===== src/rtl/uart_rx_if.sv =====
// Receive-side word channel of uart_rx.
// Handshake: the master raises valid with data and holds both stable until a
// clk edge where valid && ready are both 1; that edge is the transfer. The
// slave may drive ready at any time, independent of valid.
interface uart_rx_if #(
  parameter int DataWidth = 8
);
  logic [DataWidth-1:0] data;
  logic                 valid;
  logic                 ready;

  modport master (output data, output valid, input ready);
  modport slave  (input data, input valid, output ready);
endinterface


===== src/rtl/uart_rx.sv =====
// UART receiver: start bit, DataWidth data bits LSB first, optional parity
// bit, one stop bit. Timing is taken from the oversample strobe rxClk.
// Optional parity checking is enabled by defining UART_RX_PARITY_EN.
module uart_rx #(
  parameter int DataWidth  = 8,
  parameter int Oversample = 16,
  parameter int SyncStages = 2
) (
  input  logic       clk,
  input  logic       reset,
  input  logic       rxClk,
  input  logic       rx,
`ifdef UART_RX_PARITY_EN
  input  logic       parityOdd,
  output logic       parityError,
`endif
  uart_rx_if.master  bus,
  output logic       framingError,
  output logic       overrunError,
  output logic       busy,
  output logic [2:0] state_dbg
);

  localparam int CntW = $clog2(Oversample);
  localparam int BitW = $clog2(DataWidth + 1);
  localparam logic [CntW-1:0] MidTick  = CntW'(Oversample / 2 - 1);
  localparam logic [CntW-1:0] LastTick = CntW'(Oversample - 1);
  localparam logic [BitW-1:0] LastBit  = BitW'(DataWidth - 1);

  typedef enum logic [2:0] {
    IDLE   = 3'd0,
    START  = 3'd1,
    DATA   = 3'd2,
    STOP   = 3'd3,
    BREAK  = 3'd4
`ifdef UART_RX_PARITY_EN
    , PARITY = 3'd5
`endif
  } state_t;

  state_t                 state;
  logic [SyncStages-1:0]  sync_q;
  logic                   rx_s;
  logic [CntW-1:0]        tick_cnt;
  logic [BitW-1:0]        bit_cnt;
  logic [DataWidth-1:0]   shift;
  logic                   pend;     // good stop seen last cycle: deliver now
`ifdef UART_RX_PARITY_EN
  logic                   par_bit;
`endif

  assign rx_s      = sync_q[SyncStages-1];
  assign busy      = (state != IDLE);
  assign state_dbg = state;

  // Input synchronizer; resets to the idle line level.
  always_ff @(posedge clk or posedge reset) begin
    if (reset) sync_q <= '1;
    else       sync_q <= {sync_q[SyncStages-2:0], rx};
  end

  // Frame FSM: everything advances only on rxClk strobes.
  always_ff @(posedge clk or posedge reset) begin
    if (reset) begin
      state        <= IDLE;
      tick_cnt     <= '0;
      bit_cnt      <= '0;
      shift        <= '0;
      pend         <= 1'b0;
      framingError <= 1'b0;
`ifdef UART_RX_PARITY_EN
      par_bit      <= 1'b0;
`endif
    end else begin
      pend         <= 1'b0;
      framingError <= 1'b0;
      if (rxClk) begin
        case (state)
          IDLE: begin
            if (!rx_s) begin
              tick_cnt <= '0;
              state    <= START;
            end
          end
          START: begin
            if (tick_cnt == MidTick) begin
              if (rx_s) begin
                state <= IDLE;          // glitch, not a real start bit
              end else begin
                tick_cnt <= '0;
                bit_cnt  <= '0;
                state    <= DATA;
              end
            end else begin
              tick_cnt <= tick_cnt + 1'b1;
            end
          end
          DATA: begin
            tick_cnt <= tick_cnt + 1'b1;
            if (tick_cnt == LastTick) begin
              shift <= {rx_s, shift[DataWidth-1:1]};
              if (bit_cnt == LastBit) begin
                bit_cnt <= '0;
`ifdef UART_RX_PARITY_EN
                state   <= PARITY;
`else
                state   <= STOP;
`endif
              end else begin
                bit_cnt <= bit_cnt + 1'b1;
              end
            end
          end
`ifdef UART_RX_PARITY_EN
          PARITY: begin
            tick_cnt <= tick_cnt + 1'b1;
            if (tick_cnt == LastTick) begin
              par_bit <= rx_s;
              state   <= STOP;
            end
          end
`endif
          STOP: begin
            tick_cnt <= tick_cnt + 1'b1;
            if (tick_cnt == LastTick) begin
              if (rx_s) begin
                pend  <= 1'b1;
                state <= IDLE;          // leave at mid-stop to catch next start
              end else begin
                framingError <= 1'b1;
                state        <= BREAK;
              end
            end
          end
          BREAK: begin
            if (rx_s) state <= IDLE;
          end
          default: state <= IDLE;
        endcase
      end
    end
  end

  // Word delivery and overrun detection; a new load wins over a read.
  always_ff @(posedge clk or posedge reset) begin
    if (reset) begin
      bus.data     <= '0;
      bus.valid    <= 1'b0;
      overrunError <= 1'b0;
`ifdef UART_RX_PARITY_EN
      parityError  <= 1'b0;
`endif
    end else begin
      overrunError <= 1'b0;
`ifdef UART_RX_PARITY_EN
      parityError  <= 1'b0;
`endif
      if (pend) begin
        if (!bus.valid || bus.ready) begin
          bus.data  <= shift;
          bus.valid <= 1'b1;
`ifdef UART_RX_PARITY_EN
          parityError <= (par_bit != (^shift ^ parityOdd));
`endif
        end else begin
          overrunError <= 1'b1;
        end
      end else if (bus.valid && bus.ready) begin
        bus.valid <= 1'b0;
      end
    end
  end

endmodule


===== src/flat_wrapper.sv =====
// flat-port wrapper written by rule: the top's interface ports become plain ports
module uart_rx_flat 
#(
  parameter int DataWidth  = 8,
  parameter int Oversample = 16,
  parameter int SyncStages = 2
)
  (clk, reset, rxClk, rx, framingError, overrunError, busy, state_dbg, bus_data, bus_valid, bus_ready);
  uart_rx_if #(.DataWidth(DataWidth)) bus_i ();
  input  logic clk;
  input  logic reset;
  input  logic rxClk;
  input  logic rx;
  output logic framingError;
  output logic overrunError;
  output logic busy;
  output logic [2:0] state_dbg;
  output wire logic [$bits(bus_i.data)-1:0] bus_data;
  output wire logic [$bits(bus_i.valid)-1:0] bus_valid;
  input wire logic [$bits(bus_i.ready)-1:0] bus_ready;
  assign bus_data = bus_i.data;
  assign bus_valid = bus_i.valid;
  assign bus_i.ready = bus_ready;
  uart_rx #(.DataWidth(DataWidth), .Oversample(Oversample), .SyncStages(SyncStages)) u_core (.clk(clk), .reset(reset), .rxClk(rxClk), .rx(rx), .bus(bus_i), .framingError(framingError), .overrunError(overrunError), .busy(busy), .state_dbg(state_dbg));
endmodule

===== config.mk =====
export PLATFORM = sky130hd
export DESIGN_NAME = uart_rx_flat
export DESIGN_NICKNAME = d
export VERILOG_FILES = /design/src/rtl/uart_rx_if.sv /design/src/rtl/uart_rx.sv /design/src/flat_wrapper.sv
export SDC_FILE = /design/constraint.sdc
export NUM_CORES = 1
export LEC_CHECK = 0
export CORE_ASPECT_RATIO = 1.75
export CORE_MARGIN = 2
export CORE_UTILIZATION = 32
export CTS_CLUSTER_DIAMETER = 150
export DETAILED_ROUTE_END_ITERATION = 7
export GPL_TIMING_DRIVEN = 1
export HOLD_SLACK_MARGIN = 0.1
export PLACE_DENSITY_LB_ADDON = 0.08
export SYNTH_ARGS = -nofsm -noshare
export SYNTH_HDL_FRONTEND = slang
export SYNTH_SLANG_ARGS = --single-unit

===== constraint.sdc =====
create_clock -name clk -period 3.8 [get_ports clk]
set_input_delay 0.76 -clock clk [delete_from_list [all_inputs] [get_ports clk]]
set_output_delay 0.76 -clock clk [all_outputs]
set_load 0.005 [all_outputs]

### Word level (Yosys, flattened, before mapping)

Index checks and enable logic that the tools add are counted.

| storage, ports and cells | value |
|---|---|
| output and inout port bits | 15 |
| register bits after elaboration | 33 |
| logic and storage cells | 72 |
| bits of input ports | 5 |

| cells by class | value |
|---|---|
| mux-type cells | 30 |
| $add $sub $neg | 2 |
| reductions and logical operators | 15 |
| eq/ne operators | 15 |

Operator list:

| cell | count |
|---|---|
| $mux W4 | 6 |
| $mux W3 | 7 |
| $pmux W3 S5 | 1 |
| $mux W1 | 13 |
| $pmux W4 S3 | 1 |
| $ne A2 B1 Y1 const B | 5 |
| $add A4 B1 Y4 const B | 2 |
| $eq A4 B3 Y1 const B | 2 |
| $pmux W4 S2 | 1 |
| $reduce_and A7 Y1 | 1 |
| $eq A3 B2 Y1 const B | 2 |
| $ne A2 B2 Y1 const B | 3 |
| $reduce_and A2 Y1 | 3 |
| $reduce_bool A3 Y1 | 2 |
| $reduce_and A5 Y1 | 1 |
| $eq A4 B4 Y1 const B | 1 |
| $reduce_bool A2 Y1 | 2 |
| $eq A3 B1 Y1 const B | 1 |
| $eq A3 B3 Y1 const B | 1 |
| $logic_not A3 Y1 | 1 |
| $reduce_and A3 Y1 | 1 |
| $mux W2 | 1 |
| $reduce_or A2 Y1 | 1 |
| $logic_and A1 B1 Y1 | 1 |
| other kinds (2) | 2 |

### Depth between registers and ports, before layout

| logic depth | value |
|---|---|
| depth after elaboration | 4 |
| depth in mapped cells | 5 |
| gate-level depth less buffers | 5 |

### Worst setup path after synthesis

No wires, ideal clock.

| timing path | value |
|---|---|
| path type | register -> register |
| start point | register u_core.tick_cnt[0] |
| end point | register u_core.state[0] (netlist: u_core.state_dbg[0]) |
| slack | 2072 ps |
| stages on the path, launching flop included | 6 |
| data required time | 3673 ps |
| clock period less this slack | 1728 ps |
| path buffers | 0 |
| library setup time | 127 ps |
| arrival | 1600 ps |
| path through | dfrtp_1 ha_1 nand3_1 a222oi_1 o311ai_1 mux2_1 |

| on the way | value |
|---|---|
| word-level cells in the longest chain between the ends | 3 |
| elaborated cells between the ends (all ways) | 6 |
| those cells by class | eq/ne (5); reduce/logical (1) |

Ends and longest elaborated chain:

| item | line | source |
|---|---|---|
| from (decl) | uart_rx.sv:44 | `logic [CntW-1:0] tick_cnt;` |
| from (signal assigned) | uart_rx.sv:95 | `tick_cnt <= tick_cnt + 1'b1;` |
| from (signal assigned) | uart_rx.sv:99 | `tick_cnt <= tick_cnt + 1'b1;` |
| from (signal assigned) | uart_rx.sv:124 | `tick_cnt <= tick_cnt + 1'b1;` |
| $eq A4 B4 Y1 or $eq A4 B3 Y1 (tied branches) | uart_rx.sv:100, uart_rx.sv:125, uart_rx.sv:86 |  |
| $ne A2 B1 Y1 (no source line) | -- |  |
| $reduce_and A7 Y1 (no source line) (*) | -- |  |
| to (signal assigned) | uart_rx.sv:107 | `state <= STOP;` |
| to (signal assigned) | uart_rx.sv:128 | `state <= IDLE;` |
| to (signal assigned) | uart_rx.sv:131 | `state <= BREAK;` |
| to (decl) | uart_rx.sv:41 | `state_t state;` |

Mark *: on every way between the ends. The rest lies on a longest branch, timed or not.
A chain may end at the register's enable or synchronous reset.

### Worst setup path in the final report

| timing path | value |
|---|---|
| start point | register u_core.state[1] (netlist: u_core.state_dbg[1]) |
| end point | output port busy |

| on the way | value |
|---|---|
| word-level cells in the longest chain between the ends | 1 |

Ends and longest elaborated chain:

| item | line | source |
|---|---|---|
| from (signal assigned) | uart_rx.sv:65 | `state <= IDLE;` |
| from (signal assigned) | uart_rx.sv:82 | `state <= START;` |
| from (signal assigned) | uart_rx.sv:88 | `state <= IDLE;` |
| $reduce_bool A3 Y1 | uart_rx.sv:53 | `assign busy = (state != IDLE);` |
| to (decl) | flat_wrapper.sv:16 | `output logic busy;` |

Every way passes these cells.

==> flow_summary.toml <==
[power]
vdd_drop_max_mv = 0.2698
pwr-share-comb_pct = 27.5
switching_share_pct = 32.50
intPower_mw = 0.6544
pwr_density_cell_nw_per_um2 = 528.6
p_leak_nw = 0.8414
p_sw_mw = 0.3151
power_frac_seq_pct = 47.0
power_mw = 0.9696
pwr-share-clk_pct = 25.5

[clocking]
cts_sinks = 33
cts_buffers = 5
clockBufferDepth = 2
post_cts_buffers = 0
cts_tree = "built"
cts_resized = 0
clock_latency_ps = 280
hold_buffers = 0
cts_root_buf = "clkbuf_8"
clk_pin_slew_ps = 60
cts-htree-levels = 2

[cells_and_area]
diodes = 0
utilization_pct = 39.66
drive_gt1_share_pct = 22.15
final_common_cell = "dfrtp_1"
finalNonFillerCells = 201
mostFrequentLayoutCells = "31 x dfrtp_1, 19 x clkdlybuf4s50_1, 17 x mux2_2"
fin_area_um2 = 1834
fin_nets = 155
syn_to_final_growth_pct = 21.36

[critical_path]
path_class = "reg2out"
cp_data_required_time_ps = 3040
critPathMaxFanout = 15
cp-start-kind = "flop"
worstSetupEndpointType = "output port"
arrival_ps = 1590

[synthesis]
syn_nets = 131
synth-seq-cells = 33
avgSynthCellArea_um2 = 12.19
yosysSeqAreaShare_pct = 54.80
synth_area_leaders = "dfrtp_1 51%, mux2_2 13%, dfstp_2 3.5%, o21ai_0 2.3%, o31ai_1 2.0%"
synthDistinctLibCells = 39
synth.largest_area_cell = "dfrtp_1"
synth_top_area_share_pct = 51.32
syn_area_um2 = 1511
ys_warn_count = 0
syn_inst = 124

[global_route]
antenna_found_initial = 0
grt_max_degree = 34
grt_pass1_vias = 1069
grt_use_total_pct = 12.20
grt_pass1_wl_mm = 4.899
grt-ovfl-total = 0

[drt]
routed_wirelength_mm = 3.002
drt_iter0_markers = 22
num_vias = 1054
viasPerCell = 5.244
postRouteAntennaNets = 0
wire_per_inst_um = 14.94
drc = 0
first_pass_iters = 5

[run_status]
status = "finished clean"

[die]
die_y_um = 94.92
core_area_um2 = 4624
rows = 33
die_w_um = 55.95
start_util_pct = 32.68
io_pins = 20
fp.dieArea_um2 = 5310

[placed_design]
dp.cells = 193
place_congestion = 0.7800
dp_hpwl_mm = 2.247
placed_area_um2 = 1753
port_buffers = 19

[timing]
tightest_slew_ps = 750.4
hold_viol_final = 0
finalClockSkew_ps = 3.077
maxSlewViolCount = 0
fmax_mhz = 424.8
max_slew_margin_pct = 49.55
fin_setup_tns_ps = 0
rsz0062_at_grt = "no"
setup_viol = 0
fin_crit_sh_pct = 61.95
finalCriticalPeriod_ps = 2354

[flow_run]
maxCapViolations = 0

[min_path]
hold_class = "reg2reg"
flip-flops by register name (all words and copies together), names as in the netlist:
signal,flops
u_core.overrunError,1
u_core.tick_cnt,4
u_core.sync_q,2
u_core.bus.valid,1
u_core.shift,8
u_core.state_dbg,3
u_core.bit_cnt,4
u_core.bus.data,8
u_core.framingError,1
u_core.pend,1
layer usage:
| metal | wire length (µm) | vias up | global-route usage (%) | share of wire, % |
|---|---|---|---|---|
| li1 | - | 499 | - | - |
| met1 | 1176 | 529 | 12.51 | 39 |
| met2 | 1675 | 19 | 22.22 | 56 |
| met3 | 64 | 7 | 2.877 | 2.1 |
| met4 | 85 | 0 | 7.341 | 2.8 |
| met5 | 0 | - | 0 | 0 |
cell families after synthesis:
logic type / synth area share (%)
and+or+nand+nor: 13.66
DFF: 54.80
AOI/OAI and AO/OA: 13.00
muxes: 13.41
buffers and inverters: 2.897
adders and majority gates: 1.655
xor gates and xnor gates: 0.5796
synth_stat cells (all sizes together):
master,instances
a2111oi,1
a211oi,1
a21o,1
a21oi,3
a222oi,1
a22o,1
and2,2
and3,1
and3b,1
buf,3
dfrtp,31
dfstp,2
ha,2
inv,6
mux2,18
nand2,6
nand2b,3
nand3,3
nand3b,3
nand4,1
nor2,6
nor2b,1
nor3,3
nor3b,1
o21ai,7
o22a,1
o311ai,1
o31ai,4
o32a,1
o41ai,3
or2,3
or2b,1
or3b,1
xor2,1
per-stage QoR:
stage / setup WS, ps / hold WS, ps
3_3_place_gp: 1506 / 352.0
6_report: 1446 / 355.6
4_1_cts: 1434 / 357.4
2_1_floorplan: 2072 / 345.2
3_5_place_dp: 1487 / 347.6
5_1_grt: 1333 / 365.3
path summary, 6_finish.rpt:
path,cells after the start,end,slack [ps],start
max in group asynchronous,3,u_core.sync_q[0],2590,reset
setup / recovery,3,busy,1450,u_core.state_dbg[1]
setup reg to reg,5,u_core.state_dbg[0],1710,u_core.tick_cnt[1]
hold reg to reg,0,u_core.sync_q[1],360,u_core.sync_q[0]
hold / removal,0,u_core.sync_q[1],360,u_core.sync_q[0]
min in group asynchronous,3,u_core.bus.valid,870,reset
power groups by stage:
stage          Sequential (mW)  Combinational, mW  Clock (mW)
2_1_floorplan            0.426              0.218           0
3_3_place_gp             0.459              0.262           0
3_5_place_dp             0.461              0.271           0
4_1_cts                  0.455              0.272       0.261
5_1_grt                  0.464              0.295       0.275
6_report                 0.456              0.267       0.247
layout make-up:
class / count / area, µm²
well taps: 52 / 65.06
repair buffers: 20 / 197.7
clock buffers: 7 / 76.32
inverters: 6 / 22.52
flip-flops and latches: 33 / 828.3
fillers: 463 / 2790
multi-input cells: 82 / 639.4
clock inverters: 1 / 5.005
worst max-delay path, stage by stage, from the launching register on:
cell	delay (ps)
dfrtp_1	590
inv_1	150
nand2_1	80
clkdlybuf4s50_1	490
Note: power is estimated with default switching activity, not from simulation.
